**src/rtl/detector_conditioner_pkg.sv**
```systemverilog
// detector_conditioner_pkg
//   Shared constants for the lane detector front-end:
//   - lane index constants (bit position of each lane in the packed ports)
//   - default cycle counts for a 50 MHz system clock
//   - clog2 helper used to size the per-lane counters
package detector_conditioner_pkg;

    localparam int LANE_NS = 0;
    localparam int LANE_SN = 1;
    localparam int LANE_EW = 2;
    localparam int LANE_WE = 3;

    localparam int unsigned DEF_N_LANES         = 4;
    localparam int unsigned DEF_DEBOUNCE_CYCLES = 1_000_000;    // 20 ms at 50 MHz
    localparam int unsigned DEF_PEND_W          = 3;
    localparam int unsigned DEF_STUCK_CYCLES    = 500_000_000;  // 10 s at 50 MHz

    // Bits needed to hold values 0 .. v-1 (never less than 1).
    function automatic int clog2(input longint unsigned v);
        longint unsigned x;
        int r;
        r = 0;
        x = (v > 0) ? v - 1 : 0;
        while (x > 0) begin
            r = r + 1;
            x = x >> 1;
        end
        return (r < 1) ? 1 : r;
    endfunction

endpackage

```
**src/rtl/detector_conditioner_lane.sv**
```systemverilog
// detector_lane
//   One detector lane: 2-flop synchronizer, debounce, rising-edge event,
//   saturating pending-event counter and (with STUCK_DETECT_EN) stuck flag.
//   Ports:
//     clk, rst   system clock, asynchronous active-high reset
//     det_raw    raw detector pin (asynchronous)
//     take       one-cycle pulse: consumer drains one pending event
//     det_clean  debounced level
//     car_avail  pending count nonzero
//     pend_cnt   pending event count (saturating)
//     overflow   sticky: an event was lost to saturation
//     stuck      debounced level held high too long (0 without STUCK_DETECT_EN)
module detector_lane
    import detector_conditioner_pkg::*;
#(
    parameter int unsigned DEBOUNCE_CYCLES = DEF_DEBOUNCE_CYCLES,
    parameter int unsigned PEND_W          = DEF_PEND_W
`ifdef STUCK_DETECT_EN
    ,
    parameter int unsigned STUCK_CYCLES    = DEF_STUCK_CYCLES
`endif
) (
    input  logic              clk,
    input  logic              rst,
    input  logic              det_raw,
    input  logic              take,
    output logic              det_clean,
    output logic              car_avail,
    output logic [PEND_W-1:0] pend_cnt,
    output logic              overflow,
    output logic              stuck
);

    localparam int DEB_W = clog2(DEBOUNCE_CYCLES);
    localparam logic [DEB_W-1:0]  DEB_LAST = DEB_W'(DEBOUNCE_CYCLES - 1);
    localparam logic [PEND_W-1:0] PEND_MAX = '1;

    logic              sync1_q, sync1_d;
    logic              sync2_q, sync2_d;
    logic              stable_q, stable_d;
    logic              stable_dly_q, stable_dly_d;
    logic [DEB_W-1:0]  deb_cnt_q, deb_cnt_d;
    logic [PEND_W-1:0] pend_q, pend_d;
    logic              ovf_q, ovf_d;
    logic              inc;

    // Synchronizer and debounce: the counter only runs while the synchronized
    // input disagrees with the accepted level, so any agreeing sample restarts it.
    always_comb begin
        sync1_d      = det_raw;
        sync2_d      = sync1_q;
        stable_d     = stable_q;
        deb_cnt_d    = '0;
        stable_dly_d = stable_q;
        if (sync2_q != stable_q) begin
            if (deb_cnt_q == DEB_LAST) begin
                stable_d = sync2_q;
            end else begin
                deb_cnt_d = deb_cnt_q + 1'b1;
            end
        end
    end

`ifdef STUCK_DETECT_EN
    localparam int ST_W = clog2(STUCK_CYCLES);
    localparam logic [ST_W-1:0] ST_LAST = ST_W'(STUCK_CYCLES - 1);

    logic [ST_W-1:0] st_cnt_q, st_cnt_d;
    logic            stuck_q, stuck_d;

    // Clearing on the falling stable_d makes stuck drop in the same cycle
    // that det_clean falls.
    always_comb begin
        st_cnt_d = st_cnt_q;
        stuck_d  = stuck_q;
        if (!stable_q || !stable_d) begin
            st_cnt_d = '0;
            stuck_d  = 1'b0;
        end else if (st_cnt_q == ST_LAST) begin
            stuck_d  = 1'b1;
        end else begin
            st_cnt_d = st_cnt_q + 1'b1;
        end
    end

    always_ff @(posedge clk or posedge rst) begin
        if (rst) begin
            st_cnt_q <= '0;
            stuck_q  <= 1'b0;
        end else begin
            st_cnt_q <= st_cnt_d;
            stuck_q  <= stuck_d;
        end
    end

    assign inc   = stable_q & ~stable_dly_q & ~stuck_q;
    assign stuck = stuck_q;
`else
    assign inc   = stable_q & ~stable_dly_q;
    assign stuck = 1'b0;
`endif

    // Pending counter: a simultaneous inc and take cancel out, even at the limits.
    always_comb begin
        pend_d = pend_q;
        ovf_d  = ovf_q;
        case ({inc, take})
            2'b10: begin
                if (pend_q == PEND_MAX) ovf_d  = 1'b1;
                else                    pend_d = pend_q + 1'b1;
            end
            2'b01: begin
                if (pend_q != '0) pend_d = pend_q - 1'b1;
            end
            default: ;
        endcase
    end

    always_ff @(posedge clk or posedge rst) begin
        if (rst) begin
            sync1_q      <= 1'b0;
            sync2_q      <= 1'b0;
            stable_q     <= 1'b0;
            stable_dly_q <= 1'b0;
            deb_cnt_q    <= '0;
            pend_q       <= '0;
            ovf_q        <= 1'b0;
        end else begin
            sync1_q      <= sync1_d;
            sync2_q      <= sync2_d;
            stable_q     <= stable_d;
            stable_dly_q <= stable_dly_d;
            deb_cnt_q    <= deb_cnt_d;
            pend_q       <= pend_d;
            ovf_q        <= ovf_d;
        end
    end

    assign det_clean = stable_q;
    assign car_avail = (pend_q != '0);
    assign pend_cnt  = pend_q;
    assign overflow  = ovf_q;

endmodule

```
**src/rtl/detector_conditioner.sv**
```systemverilog
// detector_conditioner
//   Front-end for the lane vehicle detectors (bit i = lane i: 0=NS 1=SN 2=EW 3=WE).
//   Optional feature macro: STUCK_DETECT_EN (stuck-lane detection and event
//   suppression; without it stuck is constant 0).
//   Ports:
//     clk, rst   50 MHz system clock, asynchronous active-high reset
//     det_raw    raw detector pins (asynchronous)
//     take       per-lane drain pulse, synchronous to clk
//     det_clean  debounced levels
//     car_avail  per-lane pending count nonzero
//     pend_cnt   pending counts, lane i at [i*PEND_W +: PEND_W]
//     overflow   per-lane sticky saturation loss flag
//     stuck      per-lane stuck flag
module detector_conditioner
    import detector_conditioner_pkg::*;
#(
    parameter int unsigned N_LANES         = DEF_N_LANES,
    parameter int unsigned DEBOUNCE_CYCLES = DEF_DEBOUNCE_CYCLES,
    parameter int unsigned PEND_W          = DEF_PEND_W
`ifdef STUCK_DETECT_EN
    ,
    parameter int unsigned STUCK_CYCLES    = DEF_STUCK_CYCLES
`endif
) (
    input  logic                      clk,
    input  logic                      rst,
    input  logic [N_LANES-1:0]        det_raw,
    input  logic [N_LANES-1:0]        take,
    output logic [N_LANES-1:0]        det_clean,
    output logic [N_LANES-1:0]        car_avail,
    output logic [N_LANES*PEND_W-1:0] pend_cnt,
    output logic [N_LANES-1:0]        overflow,
    output logic [N_LANES-1:0]        stuck
);

    for (genvar i = 0; i < N_LANES; i++) begin : g_lane
        detector_lane #(
            .DEBOUNCE_CYCLES (DEBOUNCE_CYCLES),
            .PEND_W          (PEND_W)
`ifdef STUCK_DETECT_EN
            ,
            .STUCK_CYCLES    (STUCK_CYCLES)
`endif
        ) u_lane (
            .clk       (clk),
            .rst       (rst),
            .det_raw   (det_raw[i]),
            .take      (take[i]),
            .det_clean (det_clean[i]),
            .car_avail (car_avail[i]),
            .pend_cnt  (pend_cnt[i*PEND_W +: PEND_W]),
            .overflow  (overflow[i]),
            .stuck     (stuck[i])
        );
    end

endmodule

```
**config.mk**
```make
export PLATFORM = sky130hd
export DESIGN_NAME = detector_conditioner
export DESIGN_NICKNAME = d
export VERILOG_FILES = /design/src/rtl/detector_conditioner_pkg.sv /design/src/rtl/detector_conditioner_lane.sv /design/src/rtl/detector_conditioner.sv
export SDC_FILE = /design/constraint.sdc
export NUM_CORES = 1
export LEC_CHECK = 0
export ABC_AREA = 1
export CAP_MARGIN = 25
export CORE_ASPECT_RATIO = 1.2
export CORE_MARGIN = 2
export CORE_UTILIZATION = 55
export CTS_CLUSTER_DIAMETER = 150
export DETAILED_ROUTE_END_ITERATION = 16
export DONT_BUFFER_PORTS = 1
export GPL_TIMING_DRIVEN = 0
export PLACE_DENSITY_LB_ADDON = 0.2
export SYNTH_ARGS = -nofsm -noshare
export SYNTH_HDL_FRONTEND = slang
export SYNTH_SLANG_ARGS = --single-unit
```
**constraint.sdc**
```tcl
create_clock -name clk -period 5.2 [get_ports clk]
set_clock_uncertainty 0.15 [all_clocks]
set_input_delay 1.56 -clock clk [delete_from_list [all_inputs] [get_ports clk]]
set_output_delay 1.56 -clock clk [all_outputs]
set_load 0.02 [all_outputs]
```
Word level (Yosys, flattened, before mapping)
Index checks and enable logic that the tools add are counted.
{"block": "totals", "ff_bits": 112, "input_bits": 10, "out_inout_bits": 28, "wordCells": 116}
{"block": "op_classes", "add_sub_neg": 12, "n_eq_ne": 28, "n_mux": 20, "bitwise_logic": 8, "n_reduce_logical": 20}
{"operator": "$mux 20", "n": 8}
{"operator": "$add 20x1->20 const B", "n": 4}
{"operator": "$eq 20x20->1 const B", "n": 4}
{"operator": "$mux 3", "n": 8}
{"operator": "$pmux 3 s2", "n": 4}
{"operator": "$reduce_and 2->1", "n": 8}
{"operator": "$add 3x1->3 const B", "n": 4}
{"operator": "$eq 3x3->1 const B", "n": 4}
{"operator": "$reduce_and 3->1", "n": 4}
{"operator": "$reduce_bool 3->1", "n": 4}
{"operator": "$sub 3x1->3 const B", "n": 4}
{"operator": "$eq 2x1->1 const B", "n": 4}
{"operator": "$eq 2x2->1 const B", "n": 4}
{"operator": "$ne 2x1->1 const B", "n": 4}
{"operator": "$ne 2x2->1 const B", "n": 4}
{"operator": "$reduce_bool 2->1", "n": 4}
{"operator": "$and 1x1->1", "n": 4}
{"operator": "$ne 1x1->1", "n": 4}
{"operator": "$not 1->1", "n": 4}

Logic depth before layout (Yosys ltp)
Gate-level depths: netlist (run 1).
{"block": "depth", "word_depth": 5, "ltp_mapped": 9, "depth_no_buf": 9}

Hierarchy
From an unflattened synthesis (run 1), not the netlist that was laid out.
{"block": "hier_totals", "hier_cells": 744, "hier_area_um2": 6238.5}
{"mod": "detector_lane at g_lane[0].u_lane ...", "instances": 2, "cells_per_inst": 185, "area_per_inst_um2": 1546.5, "seq_area_each_um2": 700.7}
{"mod": "detector_lane at g_lane[2].u_lane", "instances": 1, "cells_per_inst": 188, "area_per_inst_um2": 1604.0, "seq_area_each_um2": 700.7}
{"mod": "detector_lane at g_lane[1].u_lane", "instances": 1, "cells_per_inst": 186, "area_per_inst_um2": 1541.5, "seq_area_each_um2": 700.7}

Least setup slack after synthesis (run 1)
Ideal clock, no wire load.
{"block": "synth_timing", "path_kind": "input -> register", "startpoint": "input port take[1]", "endpoint": "register g_lane[1].u_lane.pend_q[2]", "setup_time_ns": 0.133, "arrival_time_ns": 2.414, "t_required_ns": 4.917, "slack_ns": 2.504, "cell_stages": 6, "n_path_buf": 0, "path_cell_list": "ha_1 inv_1 fa_1 xor2_1 inv_1 o21ai_0"}
{"block": "synth_between", "elab_chain_cells": 3, "word_cells_on_any_way": 7, "classes_between": "4 x eq/ne; 1 x mux; 2 x reduce/logical"}
{"item": "start, declared", "line": "detector_conditioner.sv:28", "text": "input logic [N_LANES-1:0] take,"}
{"item": "$eq 2x1->1 or $eq 2x2->1 (tied branches)", "line": "detector_conditioner_lane.sv:107", "text": "case ({inc, take})"}
{"item": "$ne 2x1->1 (no line) (tied with other cells)"}
{"item": "$reduce_and 3->1 (no line)"}
{"item": "end signal, assigned", "line": "detector_conditioner_lane.sv:134", "text": "pend_q <= pend_d;"}
{"item": "end, declared", "line": "detector_conditioner_lane.sv:43", "text": "logic [PEND_W-1:0] pend_q, pend_d;"}
Several ways; a longest one is shown, not always the timed one.
A chain may end at the register's enable or synchronous reset.

Final worst setup path (run 1)
{"block": "layout_timing", "startpoint": "register g_lane[1].u_lane.pend_q[0]", "endpoint": "output port car_avail[1]"}
{"block": "layout_between", "elab_chain_cells": 1}
{"item": "$reduce_bool 3->1", "line": "detector_conditioner_lane.sv:140", "text": "assign car_avail = (pend_q != '0);"}
{"item": "end, declared", "line": "detector_conditioner.sv:30", "text": "output logic [N_LANES-1:0] car_avail,"}
Every way passes these cells.

==> summary.md, run 1 <==
| Metric | Value |
|---|---|
| Async set or reset register ratio after synthesis | `1.00` |
| Number of vias per cell | `5.08` |
| Number of buffers between clock root and the deepest sink | `2` |
| Final non-filler cell total | `910` |
| Chip height | `121 um` |
| Number of routed nets with antenna violations | `0` |
| Overall global routing resource usage | `0.211` |
| Most frequent cell after synthesis | `sky130_fd_sc_hd__nor2_1` |
| Chip width | `101 um` |
| Number of diodes added for antenna fixing | `0` |
| Pwr Density | `312 nW/um^2` |
| Seq cells post-synth | `112` |
| Detailed Routing Iterations Pass 1 | `5` |
| Hold-fix buffers at CTS | `0` |
| Share of the core filled with cells | `0.615` |
| Final critical delay including setup and external delays | `3.03 ns` |
| Proportion of netlist area held by the largest area contributor | `0.448` |
| Final Cycle Share | `0.583` |
| Crit-path max cell delay | `0.52 ns` |
| Worst-case reg-to-reg path depth | `7` |
| Worst setup path start | `g_lane[1].u_lane.pend_cnt[0]` |
| HPWL after detailed placement | `8730 um` |
| Detail-routed net length per standard cell | `13.0 um` |
| Syn Std Cell Area | `6250 um^2` |
| Library cell occupying the most area in the post-synthesis netlist | `sky130_fd_sc_hd__dfrtp_1` |
| Power consumption | `2120 uW` |
| P_leak | `0.00296 uW` |
| Clock latency on the worst-skew pair | `0.35 ns` |
| Final setup violating endpoints | `0` |
| Setup Fix Bufs, Post-CTS | `0` |
| Vias post-DR | `4620` |
| Leftover overflow at the end of global routing | `0` |
| Type of the setup path with the least slack | `reg2out` |
| Post-cts sizing count | `0` |
| Core ar. | `11000 um^2` |
| Via count of the first global-routing pass | `4687` |
| IR Drop Worst-Case VDD | `0.161 mV` |
| Fill cells | `941` |
| Sum of routed wire length over all layers | `11800 um` |
| Number of remaining DRC errors | `0` |
| Primary FF master, synth | `sky130_fd_sc_hd__dfrtp_1` |
| Reg-to-Reg End | `g_lane[2].u_lane.pend_cnt[1]` |
| CTS Buf Count | `9` |
| Cells after synthesis | `758` |
| CTS sink cnt | `112` |
| Worst setup SP type | `flip-flop` |
| IO Count | `38` |
| CP Data Required Time | `3.49 ns` |
| Crit Path Max Fanout | `3` |
| Routability congestion estimate | `0.888` |
| Path type of the worst min-delay path | `reg2reg` |
| Clock tree from TritonCTS | `yes` |
| Leading post-synthesis cells by instance count | `sky130_fd_sc_hd__nor2_1, sky130_fd_sc_hd__nand2_1, sky130_fd_sc_hd__dfrtp_1, sky130_fd_sc_hd__inv_1, sky130_fd_sc_hd__nand3_1` |
| Slew @ Worst Pin | `0.614 ns` |
| Worst Path Arrival | `1.32 ns` |
| Largest cells by area after synthesis | `sky130_fd_sc_hd__dfrtp_1, sky130_fd_sc_hd__nor2_1, sky130_fd_sc_hd__nand2_1, sky130_fd_sc_hd__inv_1, sky130_fd_sc_hd__xor2_1` |
| Cell chain of the critical path | `inv_1, nand2_1, buf_4` |
| Reg-to-reg critical path startpoint | `g_lane[2].u_lane.det_clean` |
| Number of placed instances with taps included | `894` |
| Average instance area after synthesis | `8.25 um^2` |
| Final Hold Viols | `0` |
| Portion of the post-synthesis area used by sequential elements | `0.448` |
| Setup total negative slack | `0 ns` |
| Fraction of layout cells with a size suffix above 1 | `0.141` |
| Port Buffers | `0` |
| Maximum clock rate | `0.330 GHz` |
| Status | `completed` |
| Layout area overhead | `8.59%` |
| Kind of end point of the critical path | `output pin` |
| CP max stage cell | `sky130_fd_sc_hd__dfrtp_1` |
| Initial Utilization | `0.566` |
| Core Rows | `42` |
| Wire length of the first global-routing pass | `20800 um` |
| Number of pins with negative max-slew slack in the final report | `0` |
| Die Footprint | `12200 um^2` |
| Normalized max-slew margin | `0.591` |
| Yosys warnings | `0` |
| Antenna violations before repair | `0` |
| Setup repair after global routing missed its margin | `false` |
| Minimum setup slack among reg-to-reg paths | `3.25 ns` |
| Maximum number of pins on one net before global-route repair | `65` |
| EDFF count, synth | `0` |
| Worst Setup EP | `car_avail[1]` |
| H-tree depth reported by CTS | `3` |
| Maximum capacitance violations | `0` |
| Number of different library cells in the post-synthesis netlist | `34` |
| Clock-pin slew reported for the worst setup and hold paths after clock tree synthesis | `0.07 ns` |
| Post-layout nets | `799` |
| Master cell of the clock root buffer | `sky130_fd_sc_hd__clkbuf_16` |
| DR iter-0 viols | `184` |
==> registers in the layout (all words and copies together) (netlist names) <==
| signal | count |
|---|---|
| g_lane.u_lane.deb_cnt_q | 80 |
| g_lane.u_lane.det_clean | 4 |
| g_lane.u_lane.overflow | 4 |
| g_lane.u_lane.pend_cnt | 12 |
| g_lane.u_lane.stable_dly_q | 4 |
| g_lane.u_lane.sync1_q | 4 |
| g_lane.u_lane.sync2_q | 4 |
==> layout by cell type, fill, tap and decap left out, types with 6 or more instances in the layout <==
cell,instances
sky130_fd_sc_hd__o21ai_0,11
sky130_fd_sc_hd__dfrtp_1,112
sky130_fd_sc_hd__nand2_2,11
sky130_fd_sc_hd__inv_2,13
sky130_fd_sc_hd__nand3_1,52
sky130_fd_sc_hd__nor2_2,13
sky130_fd_sc_hd__buf_4,16
sky130_fd_sc_hd__nor2_1,176
sky130_fd_sc_hd__a21oi_1,6
sky130_fd_sc_hd__nor3_1,9
sky130_fd_sc_hd__nand3_2,8
sky130_fd_sc_hd__inv_1,82
sky130_fd_sc_hd__xnor2_1,23
sky130_fd_sc_hd__nand4_1,14
sky130_fd_sc_hd__xor2_1,31
sky130_fd_sc_hd__o21ai_1,6
sky130_fd_sc_hd__ha_1,12
sky130_fd_sc_hd__clkbuf_16,9
sky130_fd_sc_hd__nor2_4,10
sky130_fd_sc_hd__nand2_1,121
==> worst min path at each step <==
stage	from	to	slack, ns	cells after the start
floorplan	g_lane[0].u_lane.sync1_q	g_lane[0].u_lane.sync2_q	0.18	0
global placement	g_lane[1].u_lane.sync1_q	g_lane[1].u_lane.sync2_q	0.18	0
detailed placement	g_lane[0].u_lane.sync1_q	g_lane[0].u_lane.sync2_q	0.18	0
CTS	g_lane[0].u_lane.sync1_q	g_lane[0].u_lane.sync2_q	0.20	0
global route	g_lane[3].u_lane.sync1_q	g_lane[3].u_lane.sync2_q	0.21	0
finish	g_lane[0].u_lane.sync1_q	g_lane[0].u_lane.sync2_q	0.20	0
==> per-stage QoR <==
step / cell area (um^2) / hold slack, ns / worst slack (ns)
2_1_floorplan: 6260 / 0.181 / 0.531
3_3_place_gp: 6430 / 0.183 / -0.624
3_5_place_dp: 6460 / 0.185 / 2.38
4_1_cts: 6790 / 0.202 / 2.16
5_1_grt: 6790 / 0.210 / 2.10
6_report: 6790 / 0.201 / 2.17
==> layer usage <==
metal / vias to the layer above / GRT usage / routed length (um)
met5: - / 0 / 0
met4: 0 / 0.0938 / 275
met3: 19 / 0.0364 / 368
met2: 65 / 0.351 / 5830
met1: 2174 / 0.268 / 5370
li1: 2362 / - / -
==> cells by family after synthesis <==
| logic type | share of synthesized area |
|---|---|
| simple gates | 0.323 |
| buf+inv | 0.0785 |
| flops | 0.448 |
| xor+xnor | 0.0835 |
| compound gates | 0.0290 |
| fa+ha+maj | 0.0368 |
| other cells | 0.000600 |
==> critical path: cells and delay by family, from the launching register on <==
family	cells	cell delay, ns
flops	1	0.52
simple gates	1	0.13
buf+inv	2	0.32
==> layout make-up <==
class | count | area (um^2) | area share
clock inverter | 6 | 91.3 | 0.0135
sequential | 112 | 2800 | 0.413
timing repair buffer | 1 | 27.5 | 0.00406
buffer | 18 | 130 | 0.0192
clock buffer | 10 | 239 | 0.0352
tap | 132 | 165 | 0.0243
inverter | 96 | 363 | 0.0535
multi-input combinational | 535 | 2970 | 0.437
==> where the power goes <==
part	internal [uW]	switching [uW]
clock network	438	316
logic	116	180
registers	928	140
total	1480	636
No activity file was read; power rests on OpenSTA's default activity.
==> inputs of run 2 (changes only) <==
--- a/config.mk
+++ b/config.mk
@@ -5,7 +5,7 @@
 export SDC_FILE = /design/constraint.sdc
 export NUM_CORES = 1
 export LEC_CHECK = 0
-export ABC_AREA = 1
+export ABC_AREA = 0
 export CAP_MARGIN = 25
 export CORE_ASPECT_RATIO = 1.2
 export CORE_MARGIN = 2
==> constraint.sdc (replaced) <==
create_clock -name clk -period 3 [get_ports clk]
set_clock_uncertainty 0.15 [all_clocks]
set_input_delay 0.9 -clock clk [delete_from_list [all_inputs] [get_ports clk]]
set_output_delay 0.9 -clock clk [all_outputs]
set_load 0.02 [all_outputs]
==> run 2 against run 1 <==
  * First-iteration DRC count fell by 12%
  * Clock power grew 63%
  * Worst hold slack worse by 0.00073 ns
  * Core utilization rose by 0.14 points
==> summary.md, run 2 <==
| Metric | Value |
|---|---|
| CP Data Required Time | `1.95 ns (was 3.49 ns)` |
| Number of diodes added for antenna fixing | `0 (unchanged)` |
| Seq cells post-synth | `112 (unchanged)` |
| Number of placed instances with taps included | `701 (was 894)` |
| Reg-to-Reg End | `g_lane[0].u_lane.deb_cnt_q[14] (was g_lane[2].u_lane.pend_cnt[1])` |
| Worst setup SP type | `flip-flop (unchanged)` |
| Core ar. | `10000 um^2 (was 11000 um^2)` |
| Syn Std Cell Area | `5650 um^2 (was 6250 um^2)` |
| Kind of end point of the critical path | `output pin (unchanged)` |
| Most frequent cell after synthesis | `sky130_fd_sc_hd__dfrtp_1 (was sky130_fd_sc_hd__nor2_1)` |
| Primary FF master, synth | `sky130_fd_sc_hd__dfrtp_1 (unchanged)` |
| Proportion of netlist area held by the largest area contributor | `0.496 (was 0.448)` |
| Pre-CTS setup slack | `0.525 ns (was 2.38 ns)` |
| Final critical delay including setup and external delays | `2.49 ns` |
| Overall global routing resource usage | `0.198 (was 0.211)` |
| Clock latency on the worst-skew pair | `0.36 ns (was 0.35 ns)` |
| Cells after synthesis | `570 (was 758)` |
| DR iter-0 viols | `162 (was 184)` |
| Fraction of layout cells with a size suffix above 1 | `0.0778 (was 0.141)` |
| Chip width | `96.5 um (was 101 um)` |
| Path type of the worst min-delay path | `reg2reg (unchanged)` |
| Pwr Density | `574 nW/um^2 (was 312 nW/um^2)` |
| Vias post-DR | `4048 (was 4620)` |
| P_leak | `0.00264 uW (was 0.00296 uW)` |
| Largest Register | `g_lane.u_lane.deb_cnt_q (unchanged)` |
| Via count of the first global-routing pass | `3886 (was 4687)` |
| Async set or reset register ratio after synthesis | `1.00 (unchanged)` |
| Layout area overhead | `9.19% (was 8.59%)` |
| Number of vias per cell | `5.65 (was 5.08)` |
| Type of the setup path with the least slack | `reg2out (unchanged)` |
| Worst Path Arrival | `1.44 ns (was 1.32 ns)` |
| CTS sink cnt | `112 (unchanged)` |
| Most used cells in the layout excluding fill and tap cells | `sky130_fd_sc_hd__dfrtp_1, sky130_fd_sc_hd__nor2_1, sky130_fd_sc_hd__xnor2_1 (was sky130_fd_sc_hd__nor2_1, sky130_fd_sc_hd__nand2_1, sky130_fd_sc_hd__dfrtp_1)` |
| HPWL after detailed placement | `6990 um (was 8730 um)` |
| Number of different library cells in the post-synthesis netlist | `41 (was 34)` |
| EDFF count, synth | `0 (unchanged)` |
| Reg-to-reg critical path startpoint | `g_lane[0].u_lane.deb_cnt_q[0] (was g_lane[2].u_lane.det_clean)` |
| Status | `completed (unchanged)` |
| Setup repair after global routing missed its margin | `false (unchanged)` |
| Master cell of the clock root buffer | `sky130_fd_sc_hd__clkbuf_16 (unchanged)` |
| Portion of the post-synthesis area used by sequential elements | `0.496 (was 0.448)` |
| Maximum number of pins on one net before global-route repair | `44 (was 65)` |
| Worst-case reg-to-reg path depth | `6 (was 7)` |
| Sum of routed wire length over all layers | `10100 um (was 11800 um)` |
| Normalized max-slew margin | `0.519 (was 0.591)` |
| Number of pins with negative max-slew slack in the final report | `0 (unchanged)` |
| Number of remaining DRC errors | `0 (unchanged)` |
| Max FFs per register | `80 (unchanged)` |
| Final worst-path setup slack | `0.507 ns (was 2.17 ns)` |
| Clock tree from TritonCTS | `yes (unchanged)` |
| Port Buffers | `0 (unchanged)` |
| Core Rows | `40 (was 42)` |
| IR Drop Worst-Case VDD | `0.321 mV (was 0.161 mV)` |
| Post-cts sizing count | `0 (unchanged)` |
| Die Footprint | `11100 um^2 (was 12200 um^2)` |
| Final non-filler cell total | `717 (was 910)` |
| Library cell occupying the most area in the post-synthesis netlist | `sky130_fd_sc_hd__dfrtp_1 (unchanged)` |
| CTS Buf Count | `9 (unchanged)` |
| Minimum setup slack among reg-to-reg paths | `0.54 ns (was 3.25 ns)` |
| Crit Path Max Fanout | `7 (was 3)` |
| Hold-fix buffers at CTS | `0 (unchanged)` |
| Largest cells by area after synthesis | `sky130_fd_sc_hd__dfrtp_1, sky130_fd_sc_hd__xnor2_1, sky130_fd_sc_hd__nor2_1, sky130_fd_sc_hd__xor2_1, sky130_fd_sc_hd__ha_1 (was sky130_fd_sc_hd__dfrtp_1, sky130_fd_sc_hd__nor2_1, sky130_fd_sc_hd__nand2_1, sky130_fd_sc_hd__inv_1, sky130_fd_sc_hd__xor2_1)` |
| Antenna violations before repair | `0 (unchanged)` |
| Average instance area after synthesis | `9.91 um^2 (was 8.25 um^2)` |
| Most common library cell in the layout ignoring fill and taps | `sky130_fd_sc_hd__dfrtp_1 (was sky130_fd_sc_hd__nor2_1)` |
| Final Cycle Share | `0.831` |
| Setup Fix Bufs, Post-CTS | `0 (unchanged)` |
| Leading post-synthesis cells by instance count | `sky130_fd_sc_hd__dfrtp_1, sky130_fd_sc_hd__nor2_1, sky130_fd_sc_hd__xnor2_1, sky130_fd_sc_hd__inv_1, sky130_fd_sc_hd__nand3_1 (was sky130_fd_sc_hd__nor2_1, sky130_fd_sc_hd__nand2_1, sky130_fd_sc_hd__dfrtp_1, sky130_fd_sc_hd__inv_1, sky130_fd_sc_hd__nand3_1)` |
| Worst Setup EP | `car_avail[1] (unchanged)` |
| Detailed Routing Iterations Pass 1 | `4 (was 5)` |
| Routability congestion estimate | `0.812 (was 0.888)` |
| Initial Utilization | `0.564 (was 0.566)` |
| Final setup violating endpoints | `0 (unchanged)` |
| Detail-routed net length per standard cell | `14.1 um (was 13.0 um)` |
| H-tree depth reported by CTS | `3 (unchanged)` |
| Number of buffers between clock root and the deepest sink | `2 (unchanged)` |
| IO Count | `38 (unchanged)` |
| Fill cells | `834 (was 941)` |
| Maximum clock rate | `0.401 GHz` |
| Share of the core filled with cells | `0.616 (was 0.615)` |
| Final Hold Viols | `0 (unchanged)` |
| Leftover overflow at the end of global routing | `0 (unchanged)` |
| Yosys warnings | `0 (unchanged)` |
| Chip height | `115 um (was 121 um)` |
| Worst Hold Margin | `0.200 ns (was 0.201 ns)` |
| Clock-pin slew reported for the worst setup and hold paths after clock tree synthesis | `0.07 ns (about the same)` |
| Worst setup path start | `g_lane[1].u_lane.pend_cnt[1] (was g_lane[1].u_lane.pend_cnt[0])` |
| Wire length of the first global-routing pass | `17300 um (was 20800 um)` |
| Setup total negative slack | `0 ns (unchanged)` |
| Number of routed nets with antenna violations | `0 (unchanged)` |
| Post-layout nets | `612 (was 799)` |
| Slew @ Worst Pin | `0.717 ns (was 0.614 ns)` |
| Maximum capacitance violations | `0 (unchanged)` |
==> run 2: cell types whose count changed after synthesis, sizes merged, moves of 15 or more <==
cell,delta
nand2,-116
nor2,-109
inv,-56
nand3,-33
xnor2,+25
nor4,+17
xor2,-15
==> run 2: routing by layer <==
metal,vias to the layer above,GRT usage,part of all wire
met2,54,0.328,0.51
li1,2004,-,-
met3,9,0.0452,0.030
met4,0,0.0657,0.013
met1,1981,0.256,0.45
met5,-,0,0
==> run 2: cell families after synthesis <==
| kind of cell | count (synthesis) | share of synthesized area |
|---|---|---|
| xor gates and xnor gates | 67 | 0.104 |
| buffers and inverters | 64 | 0.0545 |
| other | 1 | 0.000664 |
| and+or+nand+nor | 247 | 0.226 |
| adders and majority gates | 16 | 0.0407 |
| muxes | 7 | 0.0133 |
| DFF | 112 | 0.496 |
| AOI/OAI and AO/OA | 56 | 0.0647 |
==> run 2: layout make-up <==
type                       instances  area [um^2]  area share
buffer                            24          158      0.0256
clock inverter                     6         67.6      0.0110
tap                              126          158      0.0256
timing repair buffer               2         40.0     0.00649
clock buffer                      10          239      0.0387
sequential                       112         2800       0.454
inverter                          40          154      0.0249
multi-input combinational        397         2550       0.414
==> run 2: where the power goes <==
part           internal, uW  leakage (uW)  switching [uW]
sequential             1610       0.00151             267
clock                   674      0.000145             555
combinational           187      0.000985             252
==> run 2: stage by stage <==
stage / instance area (um^2) / total power, uW
6_report: 6170 / 3540
5_1_grt: 6170 / 3710
4_1_cts: 6170 / 3580
3_5_place_dp: 5860 / 2350
3_3_place_gp: 5820 / 2300
2_1_floorplan: 5670 / 2220
==> run 2: worst min path at each step <==
stage,from,end,depth (start not counted)
2_1_floorplan,g_lane[0].u_lane.sync1_q,g_lane[0].u_lane.sync2_q,0
4_1_cts,g_lane[2].u_lane.sync1_q,g_lane[2].u_lane.sync2_q,0
6_report,g_lane[2].u_lane.sync1_q,g_lane[2].u_lane.sync2_q,0
3_3_place_gp,g_lane[1].u_lane.sync1_q,g_lane[1].u_lane.sync2_q,0
3_5_place_dp,g_lane[2].u_lane.sync1_q,g_lane[2].u_lane.sync2_q,0
5_1_grt,g_lane[2].u_lane.sync1_q,g_lane[2].u_lane.sync2_q,0
==> run 2: worst max-delay path: stages, from the launching register on <==
cell and delay [ns]:
sky130_fd_sc_hd__dfrtp_1 0.52, sky130_fd_sc_hd__or3_1 0.42, sky130_fd_sc_hd__buf_4 0.16
